--- config.mk ---
export PLATFORM = sky130hd
export DESIGN_NAME = controlador_cafe
export DESIGN_NICKNAME = d
export VERILOG_FILES = /design/src/rtl/controlador_cafe.sv
export SDC_FILE = /design/constraint.sdc
export NUM_CORES = 1
export LEC_CHECK = 0
export CAP_MARGIN = 10
export CORE_MARGIN = 5
export CORE_UTILIZATION = 58
export CTS_CLUSTER_DIAMETER = 200
export DETAILED_ROUTE_END_ITERATION = 6
export GPL_TIMING_DRIVEN = 0
export MAX_ROUTING_LAYER = met4
export PLACE_DENSITY = 0.85
export SLEW_MARGIN = 20
export SYNTH_ARGS = -nofsm -noshare
export SYNTH_HDL_FRONTEND = slang
export SYNTH_SLANG_ARGS = --single-unit
--- constraint.sdc ---
create_clock -name clk -period 3.3 [get_ports clk]
set_clock_uncertainty 0.05 [all_clocks]
set_input_delay 0.99 -clock clk [delete_from_list [all_inputs] [get_ports clk]]
set_output_delay 0.99 -clock clk [all_outputs]
set_load 0.02 [all_outputs]
--- src/rtl/controlador_cafe.sv ---
// Coffee vending controller: accumulates coins, checks price, runs the timed
// valve sequence of the selected drink and returns change or refunds.
module controlador_cafe #(
    parameter int unsigned TIEMPO_PASO = 8
) (
    input  logic       clk,
    input  logic       rst_n,
    input  logic       moneda_valida,
    input  logic [3:0] moneda_valor,
    input  logic [3:0] cafe,
    input  logic       confirmar,
    input  logic       cancelar,
    output logic [3:0] credito,
    output logic [1:0] tipoCafe,
    output logic [3:0] valvulas,
    output logic       ocupado,
    output logic [3:0] vuelto,
    output logic       vuelto_valido,
    output logic       moneda_rechazo,
    output logic       saldo_insuf,
    output logic       listo
);

    localparam int unsigned W_CRED = 4;
    localparam int unsigned W_CNT  = 8;
    localparam int unsigned W_PASO = 2;

    localparam logic [W_CNT-1:0]  CNT_FIN   = W_CNT'(TIEMPO_PASO - 1);
    localparam logic [W_CRED:0]   CRED_MAX  = (W_CRED+1)'(15);

    localparam logic [3:0] V_NADA  = 4'b0000;
    localparam logic [3:0] V_AGUA  = 4'b0001;
    localparam logic [3:0] V_CAFE  = 4'b0010;
    localparam logic [3:0] V_LECHE = 4'b0100;
    localparam logic [3:0] V_CHOC  = 4'b1000;

    typedef enum logic [1:0] {
        ESPERA  = 2'd0,
        ACUMULA = 2'd1,
        PREPARA = 2'd2,
        ENTREGA = 2'd3
    } estado_t;

    // Non-one-hot selections fall back to mocaccino.
    function automatic logic [1:0] decodifica(input logic [3:0] sel);
        case (sel)
            4'b0001: return 2'd0;
            4'b0010: return 2'd1;
            4'b0100: return 2'd2;
            default: return 2'd3;
        endcase
    endfunction

    function automatic logic [W_CRED-1:0] precio_de(input logic [1:0] t);
        case (t)
            2'd0:    return W_CRED'(3);
            2'd1:    return W_CRED'(4);
            2'd2:    return W_CRED'(5);
            default: return W_CRED'(7);
        endcase
    endfunction

    function automatic logic [W_PASO-1:0] ultimo_paso(input logic [1:0] t);
        case (t)
            2'd0:    return W_PASO'(1);
            2'd1:    return W_PASO'(2);
            default: return W_PASO'(3);
        endcase
    endfunction

    function automatic logic [3:0] valvula_de(input logic [1:0] t, input logic [W_PASO-1:0] p);
        case (p)
            2'd0:    return V_AGUA;
            2'd1:    return V_CAFE;
            2'd2:    return (t == 2'd0) ? V_NADA : V_LECHE;
            default: begin
                case (t)
                    2'd2:    return V_LECHE;
                    2'd3:    return V_CHOC;
                    default: return V_NADA;
                endcase
            end
        endcase
    endfunction

    estado_t             state_q, state_d;
    logic [W_CRED-1:0]   credito_q, credito_d;
    logic [1:0]          tipo_q, tipo_d;
    logic [W_CRED-1:0]   precio_q, precio_d;
    logic [W_PASO-1:0]   paso_q, paso_d;
    logic [W_CNT-1:0]    cnt_q, cnt_d;
    logic [3:0]          valv_q, valv_d;
    logic [W_CRED-1:0]   vuelto_q, vuelto_d;
    logic                vv_q, vv_d;
    logic                rech_q, rech_d;
    logic                insuf_q, insuf_d;
    logic                listo_q, listo_d;

    logic [W_CRED:0]     suma;
    logic                acepta;
    logic [1:0]          tipo_sel;
    logic [W_CRED-1:0]   precio_sel;

    // Coin acceptance uses a carry bit so overflow above 15 is refused, not wrapped.
    always_comb begin
        suma       = {1'b0, credito_q} + {1'b0, moneda_valor};
        acepta     = moneda_valida && (moneda_valor != 4'd0) && (suma <= CRED_MAX)
                     && ((state_q == ESPERA) || (state_q == ACUMULA));
        tipo_sel   = decodifica(cafe);
        precio_sel = precio_de(tipo_sel);
    end

    always_comb begin
        state_d   = state_q;
        credito_d = credito_q;
        tipo_d    = tipo_q;
        precio_d  = precio_q;
        paso_d    = paso_q;
        cnt_d     = cnt_q;
        valv_d    = V_NADA;
        vuelto_d  = '0;
        vv_d      = 1'b0;
        rech_d    = moneda_valida && !acepta;
        insuf_d   = 1'b0;
        listo_d   = 1'b0;

        case (state_q)
            ESPERA: begin
                if (acepta) begin
                    credito_d = suma[W_CRED-1:0];
                    state_d   = ACUMULA;
                end
                if (confirmar) begin
                    insuf_d = 1'b1;
                end
            end

            ACUMULA: begin
                if (cancelar) begin
                    // A coin arriving with cancel is refunded along with the credit.
                    vuelto_d  = acepta ? suma[W_CRED-1:0] : credito_q;
                    vv_d      = 1'b1;
                    credito_d = '0;
                    state_d   = ESPERA;
                end else begin
                    if (acepta) begin
                        credito_d = suma[W_CRED-1:0];
                    end
                    if (confirmar) begin
                        if (credito_q >= precio_sel) begin
                            tipo_d   = tipo_sel;
                            precio_d = precio_sel;
                            paso_d   = '0;
                            cnt_d    = '0;
                            valv_d   = V_AGUA;
                            state_d  = PREPARA;
                        end else begin
                            insuf_d = 1'b1;
                        end
                    end
                end
            end

            PREPARA: begin
                if (cnt_q == CNT_FIN) begin
                    cnt_d = '0;
                    if (paso_q == ultimo_paso(tipo_q)) begin
                        vuelto_d = credito_q - precio_q;
                        vv_d     = 1'b1;
                        listo_d  = 1'b1;
                        state_d  = ENTREGA;
                    end else begin
                        paso_d = W_PASO'(paso_q + W_PASO'(1));
                        valv_d = valvula_de(tipo_q, W_PASO'(paso_q + W_PASO'(1)));
                    end
                end else begin
                    cnt_d  = W_CNT'(cnt_q + W_CNT'(1));
                    valv_d = valvula_de(tipo_q, paso_q);
                end
            end

            ENTREGA: begin
                credito_d = '0;
                paso_d    = '0;
                state_d   = ESPERA;
            end

            default: begin
                state_d = ESPERA;
            end
        endcase
    end

    // Asynchronous reset also drops the valve drive without waiting for a clock.
    always_ff @(posedge clk or negedge rst_n) begin
        if (!rst_n) begin
            state_q   <= ESPERA;
            credito_q <= '0;
            tipo_q    <= '0;
            precio_q  <= '0;
            paso_q    <= '0;
            cnt_q     <= '0;
            valv_q    <= V_NADA;
            vuelto_q  <= '0;
            vv_q      <= 1'b0;
            rech_q    <= 1'b0;
            insuf_q   <= 1'b0;
            listo_q   <= 1'b0;
        end else begin
            state_q   <= state_d;
            credito_q <= credito_d;
            tipo_q    <= tipo_d;
            precio_q  <= precio_d;
            paso_q    <= paso_d;
            cnt_q     <= cnt_d;
            valv_q    <= valv_d;
            vuelto_q  <= vuelto_d;
            vv_q      <= vv_d;
            rech_q    <= rech_d;
            insuf_q   <= insuf_d;
            listo_q   <= listo_d;
        end
    end

    assign credito        = credito_q;
    assign tipoCafe       = tipo_q;
    assign valvulas       = valv_q;
    assign ocupado        = (state_q == PREPARA) || (state_q == ENTREGA);
    assign vuelto         = vuelto_q;
    assign vuelto_valido  = vv_q;
    assign moneda_rechazo = rech_q;
    assign saldo_insuf    = insuf_q;
    assign listo          = listo_q;

endmodule

==> metrics.txt, run 1 <==
worst hold path class in -> async; Wirelength per Cell 17.4 µm; slew at the pin closest to its max-slew limit 0.722 ns; Logic pwr share 51.4%; Mapped Cells 228; core area 3630 µm²; gr ovfl total 0; first-pass GRT wire length 9290 µm; Vias 1972; Clock Path Buffers 2; fin crit share 98.7%; crit path launch cafe[3]; Yosys reg bits 33; commonest non-fill, non-tap cell in the layout dfrtp_1; I/O pins 32; die area 5060 µm²; clock sink count 33; Die Ht 71.1 µm; RSZ-0062 raised after global routing true; final setup fails 0; Fin Hold WS 0.433 ns; post-route antenna net violation count 0; Reg power frac 31.1%; r2r setup slk 0.90 ns; status finished, final reports clean; Finished Layout Cells 333; Warnings, synthesis 0; vias in the first global route 1991; post-synth cell types 49; initial antenna violation count 0; Initial Util 59.7%; critical path's slowest cell or2_4; DRT Pass-1 Iters 4; Placed Cells 308; initial detailed-routing violation count 159; largest net degree at the start of global routing 33; layout cell share with drive strength beyond 1 24.6%; max incr delay on CP 0.32 ns; leakage 0.00132 µW; root buf cell clkbuf_8; GP Congestion 0.883; WL final 5780 µm; critical path required time 3.44 ns; R2R Path Start credito[2]; Psw 807 µW; CP bufs+invs 2; asr flop ratio synth 100%; pwr dens 650 nW/µm²; Arr. time, crit path 3.40 ns; H-tree depth 2; FF-to-FF path depth 6; top cell type's share of synthesized area 38.1%; ranking of synthesized cells by area dfrtp_1 (38%), ha_1 (14%), nand2_1 (3.5%), o21ai_0 (3.5%), inv_1 (3.3%); drt drc 0; share of power burned in the clock network 17.6%; sequence of cells on the critical path buf_8, nor3_4, and2_4, inv_2, ha_4, o21ai_2, nand2_2, a21oi_4, ha_4, nand2_1, o21ai_4, a32oi_4, or2_4, o31ai_2; CP Max Fanout 5; max cap viols 0; Die Span X 71.1 µm; Setup CP Type in -> reg; Worst setup endpoint cnt_q[6]; Synth Cell Area 2170 µm²; internal power 1130 µW; Synth Flop Type dfrtp_1; CP Depth 14; layout filler cell count 206; hpwl dp 3670 µm; Avg Cell Area, Syn 9.51 µm²; Slew Viols, Final 0; Clock transition at path regs 0.07 ns; CTS tree done; syn_nets 267; n_diodes 0; Total GRT Usage 24.1%; num rows 22; Crit path top cell by count ha_4; Rel. slew slack 51.6%; Peak VDD IR 0.000398 V; sequential area share after synthesis 38.1%; I/O Buffers 31; TritonCTS buffer count 5; Peak Freq 0.307 GHz; clk_lat worst skew 0.29 ns; area leader, netlist dfrtp_1; synthesis-to-layout area growth 37.5%; cell family with most CP delay compound AO/OA/AOI/OAI gates; Tmin final 3.26 ns; number of synthesized flops with an enable pin 0; reg-to-reg endpoint vuelto[3]; Net count, final 323; Worst setup SP type primary input; Core Util, Final 82.1%; commonest non-fill, non-tap cells in the layout dfrtp_1 (33), clkdlybuf4s50_1 (26), ha_1 (21); Setup crit end kind flop; final hold viol count 0; switching part of the total 41.7%; DR vias/cell 5.92
==> cells in the mapped netlist (all sizes together), types with 4 or more instances <==
cell type / number
nand2: 20
mux2i: 5
nor2b: 7
o21ai: 19
o31ai: 7
nor2: 9
dfrtp: 33
a21oi: 7
ha: 24
mux2: 4
inv: 19
nor3: 9
nand2b: 5
and2: 4
o22ai: 5
nand3: 9
==> cell type report <==
cell class                      count  area, µm²  area share (%)
Tap cell                           48       60.1            2.01
Clock inverter                      1       5.00           0.168
Buffer                              3       27.5           0.923
Timing Repair Buffer               49        457            15.3
Clock buffer                        7       96.3            3.23
Inverter                           19       71.3            2.39
Sequential cell                    33        826            27.7
Multi-Input combinational cell    173       1440            48.3
==> worst min path at each step <==
stage,end,depth (start not counted),startpoint,slack (ns)
detailed placement,cnt_q[7],1,cnt_q[7],0.43
finish,precio_q[0],1,rst_n,0.43
global placement,precio_q[2],2,precio_q[2],0.42
global route,precio_q[0],1,rst_n,0.43
floorplan,cnt_q[7],1,cnt_q[7],0.40
CTS,precio_q[0],1,rst_n,0.43
==> stage by stage <==
stage          cell area (µm²)  setup WS (ns)  power (µW)  TNS (ns)
6_report                  2980         0.0440        1940         0
5_1_grt                   2980        -0.0492        2070    -0.279
4_1_cts                   2840        0.00235        1850         0
3_5_place_dp              2560         -0.890        1430    -14.82
3_3_place_gp              2540         -0.801        1400    -13.08
2_1_floorplan             2170        -0.0135        1140   -0.0135
==> registers in the layout, summed over array words and instances, names as in the netlist, named ones only <==
signal / flops
vuelto_valido: 1
valvulas: 4
listo: 1
credito: 4
paso_q: 2
vuelto: 4
tipoCafe: 2
cnt_q: 8
precio_q: 3
moneda_rechazo: 1
saldo_insuf: 1
state_q: 1
==> cells by family after synthesis <==
group	synth area share (%)
buf+inv	4.15
simple gates	20.1
compound gates	16.3
mux	4.39
flops	38.1
xor+xnor	1.21
fa+ha+maj	15.7
==> power by group through the flow <==
stage | registers, µW | logic (µW) | clock network [µW]
2_1_floorplan | 641 | 503 | 0
3_3_place_gp | 593 | 807 | 0
3_5_place_dp | 598 | 835 | 0
4_1_cts | 592 | 912 | 342
5_1_grt | 618 | 1090 | 361
6_report | 602 | 995 | 340
==> layer usage <==
metal	vias to the layer above	wire, µm	global-route usage (%)
li1	929	-	-
met2	68	2980	40.0
met3	15	251	4.55
met5	-	0	-
met4	0	189	9.81
met1	960	2360	28.5
==> repair_timing <==
item,CTS,global route
endpoints found under the setup margin,19,18
hold buffers,0,0
setup buffers,16,1
resized for setup,33,40
cloned,1,0
pin swaps,7,13
Power figures use the tool's default switching activity.
==> inputs of run 2 (changes only) <==
HOLD_SLACK_MARGIN = 0.03   (was unset)
==> results of run 2 <==
Same layout as run 1: the final DEF is identical, and so are final timing and power.
